[config.mk]
export PLATFORM = sky130hd
export DESIGN_NAME = seq_inst_loader
export DESIGN_NICKNAME = d
export VERILOG_FILES = /design/src/rtl/seq_inst_loader.sv
export SDC_FILE = /design/constraint.sdc
export NUM_CORES = 1
export LEC_CHECK = 0
export ABC_AREA = 1
export CAP_MARGIN = 40
export CELL_PAD_IN_SITES_DETAIL_PLACEMENT = 1
export CELL_PAD_IN_SITES_GLOBAL_PLACEMENT = 2
export CORE_MARGIN = 5
export CORE_UTILIZATION = 42
export CTS_CLUSTER_DIAMETER = 30
export DETAILED_ROUTE_END_ITERATION = 7
export PLACE_DENSITY_LB_ADDON = 0.12
export SYNTH_ARGS = -nofsm -noshare
export SYNTH_HDL_FRONTEND = slang
export SYNTH_SLANG_ARGS = --single-unit
[constraint.sdc]
create_clock -name clk -period 3.5 [get_ports clk]
set_input_delay 0.7 -clock clk [delete_from_list [all_inputs] [get_ports clk]]
set_output_delay 0.7 -clock clk [all_outputs]
set_load 0.03 [all_outputs]
[src/rtl/seq_inst_loader.sv]
// Byte-to-instruction loader: assembles UART bytes MSB-first, buffers whole words in a FIFO
// and issues them to the sequencer, pacing sends against i_tx_busy. Optional: SEQ_LOADER_TIMEOUT_EN.
module seq_inst_loader #(
    parameter int                  INST_WIDTH  = 16,
    parameter int                  OP_WIDTH    = 2,
    parameter logic [OP_WIDTH-1:0] OP_SEND     = OP_WIDTH'(1),
    parameter int                  FIFO_DEPTH  = 4,
    parameter int                  SEND_GAP    = 2
`ifdef SEQ_LOADER_TIMEOUT_EN
    ,
    parameter int                  TIMEOUT_CYC = 1024
`endif
) (
    input  logic                          clk,
    input  logic                          rst,
    input  logic [7:0]                    i_rx_data,
    input  logic                          i_rx_valid,
    input  logic                          i_tx_busy,
    output logic [INST_WIDTH-1:0]         o_inst,
    output logic                          o_inst_valid,
    output logic [$clog2(FIFO_DEPTH):0]   o_fifo_level,
    output logic                          o_overflow
);

    localparam int NB  = INST_WIDTH / 8;
    localparam int BCW = $clog2(NB + 1);
    localparam int SW  = (INST_WIDTH > 8) ? INST_WIDTH - 8 : 1;
    localparam int AW  = $clog2(FIFO_DEPTH);
    localparam int LW  = AW + 1;
    localparam int GW  = $clog2(SEND_GAP + 2);

    localparam logic [BCW-1:0] LAST_BYTE = BCW'(NB - 1);
    localparam logic [LW-1:0]  DEPTH_L   = LW'(FIFO_DEPTH);
    localparam logic [GW-1:0]  GAP_L     = GW'(SEND_GAP);

    typedef enum logic [1:0] {IDLE, ISSUE, GAP} state_t;

    logic [BCW-1:0]        byte_cnt_q, byte_cnt_d;
    logic [SW-1:0]         shift_q, shift_d;
    logic [INST_WIDTH-1:0] word_in;
    logic [BCW-1:0]        byte_base;
    logic                  push_due, push, pop, timeout;

    logic [INST_WIDTH-1:0] mem_q [FIFO_DEPTH];
    logic [AW-1:0]         wr_ptr_q, wr_ptr_d, rd_ptr_q, rd_ptr_d;
    logic [LW-1:0]         level_q, level_d;
    logic                  overflow_q, overflow_d;
    logic [INST_WIDTH-1:0] head;
    logic                  head_is_send, issuable;

    state_t                state_q, state_d;
    logic [GW-1:0]         gap_q, gap_d;
    logic [INST_WIDTH-1:0] inst_q, inst_d;

    // The shift register keeps only the NB-1 older bytes; the newest byte completes the word.
    generate
        if (NB == 1) begin : g_single_byte
            assign word_in = i_rx_data;
        end else begin : g_multi_byte
            assign word_in = {shift_q, i_rx_data};
        end
    endgenerate

`ifdef SEQ_LOADER_TIMEOUT_EN
    localparam int TW = $clog2(TIMEOUT_CYC + 1);
    localparam logic [TW-1:0] TO_L = TW'(TIMEOUT_CYC);

    logic [TW-1:0] to_cnt_q, to_cnt_d;

    assign timeout = (byte_cnt_q != '0) && (to_cnt_q == TO_L);

    always_comb begin
        to_cnt_d = to_cnt_q + TW'(1);
        if (i_rx_valid || (byte_cnt_q == '0) || timeout) begin
            to_cnt_d = '0;
        end
    end

    always_ff @(posedge clk or negedge rst) begin
        if (!rst) begin
            to_cnt_q <= '0;
        end else begin
            to_cnt_q <= to_cnt_d;
        end
    end
`else
    assign timeout = 1'b0;
`endif

    // A byte landing in the timeout cycle starts a fresh word.
    assign byte_base = timeout ? '0 : byte_cnt_q;
    assign push_due  = i_rx_valid && (byte_base == LAST_BYTE);
    assign pop       = (state_q == ISSUE);
    assign push      = push_due && ((level_q != DEPTH_L) || pop);

    always_comb begin
        byte_cnt_d = byte_base;
        shift_d    = shift_q;
        if (i_rx_valid) begin
            byte_cnt_d = push_due ? '0 : byte_base + BCW'(1);
            shift_d    = word_in[SW-1:0];
        end
    end

    always_comb begin
        wr_ptr_d   = push ? wr_ptr_q + AW'(1) : wr_ptr_q;
        rd_ptr_d   = pop  ? rd_ptr_q + AW'(1) : rd_ptr_q;
        overflow_d = overflow_q | (push_due & ~push);
        level_d    = level_q;
        case ({push, pop})
            2'b10:   level_d = level_q + LW'(1);
            2'b01:   level_d = level_q - LW'(1);
            default: level_d = level_q;
        endcase
    end

    always_ff @(posedge clk) begin
        if (push) begin
            mem_q[wr_ptr_q] <= word_in;
        end
    end

    assign head         = mem_q[rd_ptr_q];
    assign head_is_send = (head[INST_WIDTH-1 -: OP_WIDTH] == OP_SEND);
    assign issuable     = !head_is_send || (!i_tx_busy && (gap_q == '0));

    always_comb begin
        state_d = state_q;
        gap_d   = gap_q;
        inst_d  = inst_q;
        case (state_q)
            IDLE: begin
                if ((level_q != '0) && issuable) begin
                    state_d = ISSUE;
                    inst_d  = head;
                end
            end
            ISSUE: begin
                if (head_is_send) begin
                    gap_d   = GAP_L;
                    state_d = GAP;
                end else begin
                    state_d = IDLE;
                end
            end
            GAP: begin
                if (gap_q != '0) begin
                    gap_d = gap_q - GW'(1);
                end
                if (gap_q <= GW'(1)) begin
                    state_d = IDLE;
                end
            end
            default: state_d = IDLE;
        endcase
    end

    always_ff @(posedge clk or negedge rst) begin
        if (!rst) begin
            byte_cnt_q <= '0;
            shift_q    <= '0;
            wr_ptr_q   <= '0;
            rd_ptr_q   <= '0;
            level_q    <= '0;
            overflow_q <= 1'b0;
            state_q    <= IDLE;
            gap_q      <= '0;
            inst_q     <= '0;
        end else begin
            byte_cnt_q <= byte_cnt_d;
            shift_q    <= shift_d;
            wr_ptr_q   <= wr_ptr_d;
            rd_ptr_q   <= rd_ptr_d;
            level_q    <= level_d;
            overflow_q <= overflow_d;
            state_q    <= state_d;
            gap_q      <= gap_d;
            inst_q     <= inst_d;
        end
    end

    assign o_inst       = inst_q;
    assign o_inst_valid = (state_q == ISSUE);
    assign o_fifo_level = level_q;
    assign o_overflow   = overflow_q;

endmodule

* After elaboration in Yosys (flattened, before gate mapping) *
Memories as Yosys holds them, arrays and structs flattened.
Index checks and enable logic that the tools add are counted.

cells by class
  add/subtract/negate cells = 6
  magnitude comparators = 1
  equality and inequality tests = 11
  muxes and demuxes = 11
  bitwise logic cells = 3
  reductions and logical operators = 17

operator list
  cell                                                  number
  two-way mux 2 bit                                     6
  == test 2 x 1 -> 1 bit (second input constant)        4
  adder 2 x 1 -> 2 bit (second input constant)          3
  != test 2 bit (second input constant)                 3
  case mux 2 bit (3 select lines)                       1
  case mux 3 bit (2 select lines)                       1
  nonzero test 2 bit                                    3
  == test 2 bit (second input constant)                 2
  logical AND 1 bit                                     4
  zero test 2 bit                                       2
  case mux 2 bit (2 select lines)                       1
  AND reduction 2 bit                                   2
  adder 3 x 1 -> 3 bit (second input constant)          1
  != test 3 bit (second input constant)                 1
  AND reduction 3 bit                                   1
  nonzero test 3 bit                                    1
  subtractor 3 x 1 -> 3 bit (second input constant)     1
  <= comparator 2 x 1 -> 1 bit (second input constant)  1
  zero test 1 bit                                       2
  logical OR 1 bit                                      2
  two-way mux 1 bit                                     2
  != test 2 x 1 -> 1 bit (second input constant)        1
  subtractor 2 x 1 -> 2 bit (second input constant)     1
  bitwise AND 1 bit                                     1
  other kinds (2)                                       2

word-level totals
  flip-flop bits (word level) = 38
  RAM bits = 64
  output and inout bits = 21
  word-level logic and storage cells = 59
  memories kept = 1

memory list
  name   words  width  rd ports  clocked after memory_dff  wr ports  RTL line  text
  mem_q  4      16     1         0                         1         44        logic [INST_WIDTH-1:0] mem_q [FIFO_DEPTH];

* Logic depth before layout (Yosys ltp) *
Gate-level depths: netlist (run 1).
An unclocked memory read counts as a cell.

  word-level depth = 7
  gate-level depth with buffers = 11

* Worst setup path after synthesis (run 1) *
No wires, ideal clock.

  path type = register to register
  start = reg state_q[1]
  end = mem mem_q[0][0] (enable)
  setup time = 389 ps
  arrival time = 2,131 ps
  required time = 3,111 ps
  path slack = 980 ps
  cell stages (with the launch flop) = 7
  path buffers = 0
  clock period less this slack = 2,520 ps
  path through = dfrtp_1 -> inv_1 -> ha_1 -> inv_1 -> a31oi_2 -> inv_1 -> nor2_1

on the way
  word-level cells in the longest chain between the ends = 5

ends and longest elaborated chain
  item                                     RTL line  text
  start, declared                          51        state_t state_q, state_d;
  start signal, assigned                   176       state_q <= state_d;
  == test 2 x 1 -> 1 bit                   --
  via o_inst_valid                         20        output logic o_inst_valid,
  logical OR 1 bit                         94        assign push = push_due && ((level_q != DEPTH_L) || pop);
  logical AND 1 bit                        94
  two-way mux 1 bit                        118       if (push) begin
  two-way mux 1 bit (not written as such)  119       mem_q[wr_ptr_q] <= word_in;
  end, declared                            44

The timed path passes the listed nets, and every way through them passes these cells.

* Final worst setup path (run 1) *
  start = reg state_q[1]
  end = out o_inst_valid

on the way
  word-level cells in the longest chain between the ends = 1

ends and longest elaborated chain
  item                    RTL line  text
  == test 2 x 1 -> 1 bit  183       assign o_inst_valid = (state_q == ISSUE);
  end, declared           20

No other way between the ends.

==> results of run 1 <==
## critical path: stages, from the launching register on
cell and delay [ps]:
dfrtp_1 410, inv_1 90, ha_1 300, clkdlybuf4s50_1 730
## power groups by stage
stage	Clock (mW)	Sequential (mW)	Combinational, mW
4_1_cts	0.739	1.74	1.80
2_1_floorplan	0	1.95	1.05
6_report	0.712	1.74	1.76
5_1_grt	0.798	1.78	1.98
3_5_place_dp	0	1.77	1.79
3_3_place_gp	0	1.76	1.74
## cell usage after synthesis, drive strengths merged
| cell | instances | share of area [%] |
|---|---|---|
| nand2 | 70 | 6.6 |
| edfxtp | 64 | 46 |
| o21ai | 47 | 5.6 |
| dfrtp | 38 | 23 |
| nor2 | 37 | 3.7 |
| inv | 28 | 2.5 |
| o22ai | 14 | 2.1 |
| nand3 | 10 | 1.4 |
| ha | 9 | 2.7 |
| mux2 | 8 | 2.2 |
| clkbuf | 7 | 0.63 |
| buf | 6 | 1.3 |
| xor2 | 5 | 1.1 |
| a21oi | 2 | 0.24 |
| a31oi | 1 | 0.30 |
| fa | 1 | 0.48 |
| o21bai | 1 | 0.18 |
## layer usage
metal / track usage, % / vias up
met5: 0 / -
met4: 4.54 / 0
met3: 3.64 / 8
met2: 22.5 / 48
met1: 23.9 / 1265
li1: - / 1252
## metrics by stage
stage | cell area, µm² | power, mW | setup WS, ps | hold WS [ps] | cells
floorplan | 4170 | 3.00 | 980 | 404 | 348
finish | 4820 | 4.21 | 903 | 238 | 523
detailed placement | 4630 | 3.56 | 826 | 465 | 507
CTS | 4820 | 4.28 | 870 | 233 | 523
global placement | 4610 | 3.51 | 901 | 469 | 506
global route | 4820 | 4.55 | 780 | 238 | 523
## final timing paths
kind                            start      endpoint
hold reg to reg            o_overflow    o_overflow
max in group asynchronous         rst   wr_ptr_q[1]
hold / removal                    rst    o_inst[12]
min in group clk           o_overflow    o_overflow
setup / recovery           state_q[1]  o_inst_valid
setup reg to reg           state_q[1]  mem_q[1][10]
## cell type report
| cell class | instances | area (µm²) | share of cell area, % |
|---|---|---|---|
| multi-input cells | 205 | 1110 | 23.0 |
| well taps | 133 | 166 | 3.45 |
| clock buffers | 10 | 138 | 2.85 |
| repair buffers | 39 | 380 | 7.89 |
| inverters | 28 | 105 | 2.18 |
| flip-flops and latches | 102 | 2870 | 59.6 |
| clock inverters | 6 | 51.3 | 1.06 |
## state kept, by name (all words and copies together) (netlist names)
name	count
o_overflow	1
mem_q	64
o_inst	16
gap_q	2
state_q	2
o_fifo_level	3
wr_ptr_q	2
shift_q	8
rd_ptr_q	2
byte_base	2
## kinds of logic after synthesis
group,count (synthesis),synth area share [%]
mux,8,2.16
simple gates,117,11.8
xor+xnor,5,1.05
flops,102,68.9
fa+ha+maj,10,3.18
compound gates,65,8.47
buf+inv,41,4.41
==> results.md, run 1 <==
* Final Max Tran Viols at 0
* Fill count at 1061
* Wl on met1 at 4240 µm
* Share of layout cells above drive strength 1 at between 10% and 20%
* Clk pin slew, worst setup/hold paths at 110 ps
* Post-CTS resize count at 0
* Element type at the critical path end: output pin
* Post-CTS setup repair buffer count at 0
* Vias/cell at 4.92
* Status: finished clean
* Logic pwr share at a little over two fifths
* Sequential share of the synthesized area at 68.9%
* Met3 WL at 404 µm
* Htree depth at 3
* Vias at around 2600
* Top layer in use: met4
* Post-synthesis register bit count at 102
* Leak at 1.93 nW
* TritonCTS Buffers at 9
* Commonest non-fill, non-tap cell in the layout: nand2_1
* CP required at 2800 ps
* DRC violations left at 0
* Mapped Cells at 348
* Power per Cell Area at 873 mW/mm²
* Most frequent cells in the layout: nand2_1 (67), edfxtp_1 (64), o21ai_0 (46)
* Worst hold path class: input pin to asynchronous set/reset pin
* Slew headroom at 66.6%
* DR iter-0 viols at 163
* Core box area at 0.00973 mm²
* Initial antenna violation count at 0
* Die width at approximately 110 µm
* Gpl congestion at 0.788
* DIE AREA at roughly 0.012 mm²
* R2R depth at 7
* Max IR drop VDD at 0.276 mV
* Clock Sinks at 102
* First-pass GRT wire length at 14100 µm
* Pin count of the biggest net entering global routing at 35
* Worst slew pin tran at 501 ps
* Net Count, Synth at 370
* Sw Share at roughly 41%
* Setup TNS at 0 ps
* Buffers on Ports at 32
* # diodes at 0
* Clock Power Share at between 15 and 20%
* Netlist Area Pre-Place at about 0.0042 mm²
* Syn avg cell area at 12.0 µm²
* Total global routing overflow at 0
* CTS Hold Bufs at 0
* DIE HEIGHT at 110 µm
* RSZ-0062 raised after global routing: no
* # IOs at 33
* WL final at ~8600 µm
* Drt first pass iters at 4
* Period utilization at 74.2%
* Clk root buf: clkbuf_8
* Clock buffer depth at 2
* Hold Fails Final Rpt at 0
* Final min period at 2600 ps
* Internal power at between 2 and 2.5 mW
* Maxcap violations at 0
* FMAX at 385 MHz
* Initial Util at 42.8%
* CTS tree: built
* Flop-to-flop setup slack at 1370 ps
* HPWL after DPL at 6130 µm
* Cell Rows at 36
* Final setup vio count at 0
* Wire per inst at ~16 µm
* GRT Util Overall at 15.7%
* Critical setup path kind: flop to output pin
* Antenna Violating Nets Remaining at 0
* Vias in the first global route at between 2000 and 3000
* Clk Latency, worst-skew pair at roughly 370 ps
* Seq pwr share at 41.3%
* Startpoint class of the critical path: flop
* Area Growth Syn to Fin at 15.8%
* CP arrival at approximately 1900 ps
* Met2 wire length at ~3800 µm
* Synth warn at 0
* Unique masters post-synth at 25
* Psw at 1.73 mW
* Final nets at 407
* Core Util, Final at 49.6%
* Crit path max fanout at 6
* Setup Skew at between 10 and 15 ps
Power figures use the tool's default switching activity.
==> run 2: changes to the inputs <==
--- a/config.mk
+++ b/config.mk
@@ -10,7 +10,7 @@
 export CELL_PAD_IN_SITES_DETAIL_PLACEMENT = 1
 export CELL_PAD_IN_SITES_GLOBAL_PLACEMENT = 2
 export CORE_MARGIN = 5
-export CORE_UTILIZATION = 42
+export CORE_UTILIZATION = 35
 export CTS_CLUSTER_DIAMETER = 30
 export DETAILED_ROUTE_END_ITERATION = 7
 export PLACE_DENSITY_LB_ADDON = 0.12
==> constraint.sdc (replaced) <==
create_clock -name clk -period 2.15 [get_ports clk]
set_input_delay 0.43 -clock clk [delete_from_list [all_inputs] [get_ports clk]]
set_output_delay 0.43 -clock clk [all_outputs]
set_load 0.03 [all_outputs]
==> run 2 against run 1 <==
Net effect: critical path depth grew 4; register-to-register slack worse by 1100 ps; combinational power rose by 70%; clock-buffer cell count is 1 lower; clock skew down 6.0 ps; total power increased by 77%; non-clock buffer count up 4; die area grew 18%; clock power grew 130%; first-iteration DRC count down 29%; sequential share of layout area is 2.3 points lower; critical path type is now flop to flop; highest routed layer unchanged.
==> results.md, run 2 (same netlist as run 1, synthesis figures left out) <==
* Buffers on Ports at 32 (unchanged)
* Area Growth Syn to Fin at 20.5% (was 15.8%)
* Initial antenna violation count at 0 (unchanged)
* Critical setup path kind: flop to flop (was flop to output pin)
* Gpl congestion at 0.779 (was 0.788)
* Worst slew pin tran at 532 ps (was 501 ps)
* Drt first pass iters at 4 (unchanged)
* CTS tree: built (unchanged)
* Die width at 119 µm (was 110 µm)
* Final setup vio count at 0 (unchanged)
* Most frequent cells in the layout: nand2_1 (67), edfxtp_1 (64), o21ai_0 (46) (unchanged)
* Power per Cell Area at 1480 mW/mm² (was 873 mW/mm²)
* Largest Register: mem_q (unchanged)
* Antenna Violating Nets Remaining at 0 (unchanged)
* DIE HEIGHT at 119 µm (was 110 µm)
* Commonest non-fill, non-tap cell in the layout: nand2_1 (unchanged)
* Htree depth at 3 (unchanged)
* Multi-input gate area at 0.00112 mm² (was 0.00111 mm²)
* Pin count of the biggest net entering global routing at 39 (was 35)
* Max IR drop VDD at 0.472 mV (was 0.276 mV)
* Max reg flops at 64 (unchanged)
* Maxcap violations at 0 (unchanged)
* Clk root buf: clkbuf_16 (was clkbuf_8)
* Cell Rows at 39 (was 36)
* Share of layout cells above drive strength 1 at 12.4% (was 10.8%)
* Worst-path cell with the longest stage delay: dfrtp_1 (was clkdlybuf4s50_1)
* Leak at 2.00 nW (was 1.93 nW)
* First-pass GRT wire length at 14600 µm (was 14100 µm)
* Final min period at about 1900 ps
* Total global routing overflow at 0 (unchanged)
* Vias in the first global route at 2637 (was 2619)
* Slew headroom at 64.6% (was 66.6%)
* Crit path top cell by count: inv_1
* Final nets at 411 (was 407)
* Initial Util at 36.0% (was 42.8%)
* Clk pin slew, worst setup/hold paths at 70 ps (was 110 ps)
* Worst hold path class: input pin to asynchronous set/reset pin (unchanged)
* CP arrival at 1980 ps (was 1900 ps)
* # diodes at 0 (unchanged)
* CP required at 2210 ps (was 2800 ps)
* Worst r2r src: state_q[1] (unchanged)
* CP top delay family: buffers and inverters (unchanged)
* WP buf/inv at 4 (was 2)
* DRC violations left at 0 (unchanged)
* Setup Skew at 8.84 ps (was 14.8 ps)
* GRT Util Overall at 13.5% (was 15.7%)
* Worst R2R End: mem_q[3][9] (was mem_q[1][10])
* Post-CTS setup repair buffer count at 0 (unchanged)
* Wire per inst at 16.5 µm (was 16.4 µm)
* FMAX at between 500 and 600 MHz
* CTS Hold Bufs at 0 (unchanged)
* # IOs at 33 (unchanged)
* Register area at 0.00287 mm² (unchanged)
* Period utilization at 89.3%
* DIE AREA at 0.0142 mm² (was 0.0120 mm²)
* Critical path cell sequence: inv_1 > ha_1 > inv_1 > a31oi_2 > inv_1 > nor2_2 > buf_12 (was inv_1 > ha_1 > clkdlybuf4s50_1)
* Startpoint class of the critical path: flop (unchanged)
* Vias at 2560 (was 2573)
* HPWL after DPL at 6330 µm (was 6130 µm)
* DR iter-0 viols at 115 (was 163)
* Final Max Tran Viols at 0 (unchanged)
* Biggest cell delay along the critical path at 400 ps (was 730 ps)
* Number of instances in the placed design at 521 (was 507)
* RSZ-0062 raised after global routing: no (unchanged)
* R2R depth at 7 (unchanged)
* Crit path max fanout at 16 (was 6)
* TritonCTS Buffers at 9 (unchanged)
* WL final at 8860 µm (was 8580 µm)
* Post-layout power at 7.44 mW (was 4.21 mW)
* Vias/cell at 4.77 (was 4.92)
* Clock buffer depth at 2 (unchanged)
* Fill count at 1253 (was 1061)
* Final cell count without fillers at 537 (was 523)
* Flop-to-flop setup slack at 230 ps (was 1370 ps)
* Clk Latency, worst-skew pair at 350 ps (was 370 ps)
* Hold Fails Final Rpt at 0 (unchanged)
* Clock Sinks at 102 (unchanged)
* Element type at the critical path end: flop (was output pin)
* Status: finished clean (unchanged)
* Core Util, Final at 43.4% (was 49.6%)
* Core box area at 0.0116 mm² (was 0.00973 mm²)
* Post-CTS resize count at 1 (was 0)
-- run 2: cell types whose count changed in the layout (fill, tap and decap cells not counted), moves of 3 or more --
| cell | change |
|---|---|
| clkbuf_8 | -10 |
| clkbuf_16 | +9 |
| buf_12 | +3 |
| nor2_1 | -4 |
| nor2_2 | +4 |
-- run 2: routing by layer --
metal	global-route usage [%]	wire, µm	vias up
met5	0	0	-
met4	6.95	210	0
met3	2.70	333	10
met2	19.5	3790	43
met1	19.3	4520	1241
li1	-	-	1266
-- run 2: cell type report --
class,count,share of cell area [%]
Sequential cell,102,57.2
Multi-Input combinational cell,205,22.3
Timing Repair Buffer,43,8.90
Clock buffer,9,4.49
Tap cell,143,3.57
Inverter,28,2.09
Clock inverter,7,1.40
-- run 2: how the worst max path moves through the flow --
stage | endpoint | cells past startpoint | startpoint
6_report | mem_q[3][9] | 7 | state_q[1]
5_1_grt | mem_q[2][0] | 7 | state_q[1]
4_1_cts | mem_q[3][9] | 7 | state_q[1]
3_5_place_dp | mem_q[3][4] | 6 | i_rx_valid
3_3_place_gp | mem_q[3][4] | 6 | i_rx_valid
2_1_floorplan | mem_q[0][0] | 6 | state_q[1]
-- run 2: power breakdown --
| part | internal, mW | leakage [nW] | total [mW] | switching (mW) |
|---|---|---|---|---|
| logic | 1.05 | 0.817 | 2.99 | 1.94 |
| registers | 2.57 | 1.04 | 2.83 | 0.253 |
| clock network | 0.906 | 0.148 | 1.62 | 0.710 |
-- run 2: per-stage QoR --
step / setup slack [ps] / hold slack [ps] / TNS [ps] / cell area [µm²]
2_1_floorplan: -149 / 134 / -9520 / 4180
3_3_place_gp: 39.0 / 468 / 0 / 4720
3_5_place_dp: -9.34 / 481 / -229 / 4720
4_1_cts: 195 / 157 / 0 / 5020
5_1_grt: 30.6 / 184 / 0 / 5020
6_report: 231 / 139 / 0 / 5020
==> run 3: changes to the inputs <==
--- a/config.mk
+++ b/config.mk
@@ -9,6 +9,7 @@
 export CAP_MARGIN = 40
 export CELL_PAD_IN_SITES_DETAIL_PLACEMENT = 1
 export CELL_PAD_IN_SITES_GLOBAL_PLACEMENT = 2
+export CORE_ASPECT_RATIO = 0.7
 export CORE_MARGIN = 5
 export CORE_UTILIZATION = 35
 export CTS_CLUSTER_DIAMETER = 30
==> run 3 against run 2 <==
Net effect: utilization shrank 0.42 points; final area hardly changed; hold slack better by 3.3 ps; total power fell by 0.94%; sequential cell count unchanged; final cell count up 2.8%; sequential share of layout area about the same; clock power down 7%; register-to-register slack improved by 120 ps; maximum frequency is 0.10% lower; worst setup slack got worse by 2.0 ps; non-clock buffer count grew 1; largest power group unchanged.
==> results.md, run 3 (same netlist as run 1, synthesis figures left out) <==
* Status: finished clean (unchanged)
* Slew headroom at 65.9% (was 64.6%)
* Clk pin slew, worst setup/hold paths at 70 ps (about the same)
* Period utilization at 89.4% (was 89.3%)
* Crit path depth at 1 (was 7)
* Pin count of the biggest net entering global routing at 39 (unchanged)
* Critical path cell sequence: clkdlybuf4s50_1 (was inv_1 > ha_1 > inv_1 > a31oi_2 > inv_1 > nor2_2 > buf_12)
* Final Max Tran Viols at 0 (unchanged)
* TritonCTS Buffers at 9 (unchanged)
* Vias in the first global route at 2586 (was 2637)
* Clock Sinks at 102 (unchanged)
* GRT Util Overall at 13.7% (was 13.5%)
* Crit path max fanout at 5 (was 16)
* CP top delay family: buffers and inverters (unchanged)
* Leak at 2.00 nW (about the same)
* Max reg flops at 64 (unchanged)
* Maxcap violations at 0 (unchanged)
* DIE HEIGHT at 101 µm (was 119 µm)
* Clk root buf: clkbuf_16 (unchanged)
* Biggest cell delay along the critical path at 710 ps (was 400 ps)
* HPWL after DPL at 6660 µm (was 6330 µm)
* Worst slew pin tran at 512 ps (was 532 ps)
* # IOs at 33 (unchanged)
* Vias at 2565 (was 2560)
* Max IR drop VDD at 0.516 mV (was 0.472 mV)
* Hold Fails Final Rpt at 0 (unchanged)
* Final setup vio count at 0 (unchanged)
* Post-place setup slack at 80.1 ps (was -9.34 ps)
* WP buf/inv at 1 (was 4)
* Worst Slack Setup Final at 229 ps (was 231 ps)
* Post-CTS setup repair buffer count at 0 (unchanged)
* Share of layout cells above drive strength 1 at 12.7% (was 12.4%)
* Die width at 140 µm (was 119 µm)
* Initial antenna violation count at 0 (unchanged)
* Area Growth Syn to Fin at 20.5% (about the same)
* Gpl congestion at 0.738 (was 0.779)
* Power per Cell Area at 1470 mW/mm² (was 1480 mW/mm²)
* Drt first pass iters at 4 (unchanged)
* Final min period at 1920 ps (about the same)
* Total global routing overflow at 0 (unchanged)
* Worst r2r src: state_q[1] (unchanged)
* DIE AREA at 0.0142 mm² (about the same)
* Setup TNS at 0 ps (unchanged)
* Largest Register: mem_q (unchanged)
* Setup crit start: o_fifo_level[2] (was state_q[1])
* Vias/cell at 4.65 (was 4.77)
* Final nets at 412 (was 411)
* # diodes at 0 (unchanged)
* Flop-to-flop setup slack at 350 ps (was 230 ps)
* DRC violations left at 0 (unchanged)
* Worst R2R End: mem_q[3][15] (was mem_q[3][9])
* Core box area at 0.0117 mm² (was 0.0116 mm²)
* Worst setup path endpoint: o_fifo_level[2] (was mem_q[3][9])
* CP arrival at 1490 ps (was 1980 ps)
* DR iter-0 viols at 148 (was 115)
* Critical setup path kind: flop to output pin (was flop to flop)
* Startpoint class of the critical path: flop (unchanged)
* Setup Skew at 9.18 ps (was 8.84 ps)
* Most frequent cells in the layout: nand2_1 (67), edfxtp_1 (64), o21ai_0 (46) (unchanged)
* Cell Rows at 33 (was 39)
* Antenna Violating Nets Remaining at 0 (unchanged)
* Wire per inst at 16.7 µm (was 16.5 µm)
* Element type at the critical path end: output pin (was flop)
* R2R depth at 7 (unchanged)
* Clock buffer depth at 2 (unchanged)
* FMAX at 520 MHz (was 521 MHz)
* Buffers on Ports at 32 (unchanged)
* CTS tree: built (unchanged)
* Worst-path cell with the longest stage delay: clkdlybuf4s50_1 (was dfrtp_1)
* Commonest non-fill, non-tap cell in the layout: nand2_1 (unchanged)
* RSZ-0062 raised after global routing: no (unchanged)
* WL final at 9220 µm (was 8860 µm)
* Worst hold path class: input pin to asynchronous set/reset pin (unchanged)
* Htree depth at 3 (unchanged)
* First-pass GRT wire length at 14700 µm (was 14600 µm)
* Final cell count without fillers at 552 (was 537)
* Initial Util at 35.7% (was 36.0%)
* CP required at 1720 ps (was 2210 ps)
* CTS Hold Bufs at 0 (unchanged)
* Clk Latency, worst-skew pair at 340 ps (was 350 ps)
* Number of instances in the placed design at 536 (was 521)
## run 3: where the power goes
group | internal, mW | switching, mW
registers | 2.57 | 0.262
clock network | 0.794 | 0.710
logic | 1.07 | 1.96
## run 3: per-stage QoR
stage | cell area (µm²) | hold WS [ps] | util [%] | total power [mW]
2_1_floorplan | 4180 | 134 | - | 4.89
3_3_place_gp | 4750 | 470 | 40.6 | 5.91
3_5_place_dp | 4750 | 476 | 40.6 | 5.98
4_1_cts | 5020 | 176 | 43.0 | 7.50
5_1_grt | 5020 | 184 | 43.0 | 7.91
6_report | 5020 | 142 | 43.0 | 7.37
## run 3: layout make-up
type                    instances  area (µm²)
fillers                      1259        6660
flip-flops and latches        102        2870
multi-input cells             205        1120
repair buffers                 44         454
clock buffers                  10         229
well taps                     157         196
inverters                      28         105
clock inverters                 6        43.8
## run 3: metal layers
layer	global-route usage (%)	vias to the layer above	routed length, µm
li1	-	1270	-
met1	21.1	1234	4710
met2	18.3	57	3620
met3	5.10	4	835
met4	3.13	0	66
met5	0	-	0
## run 3: worst min path at each step
| stage | cells after the start | from | endpoint |
|---|---|---|---|
| 6_report | 2 | rst | rd_ptr_q[1] |
| 4_1_cts | 2 | rst | o_inst[1] |
| 3_5_place_dp | 1 | o_overflow | o_overflow |
| 3_3_place_gp | 1 | o_overflow | o_overflow |
| 2_1_floorplan | 0 | rst | byte_base[0] |
| 5_1_grt | 2 | rst | o_inst[1] |
## run 3: repair_timing
item                                    CTS  global route
endpoints found under the setup margin    1             0
endpoints found under the hold margin     0             0
gates resized for setup                   1             0
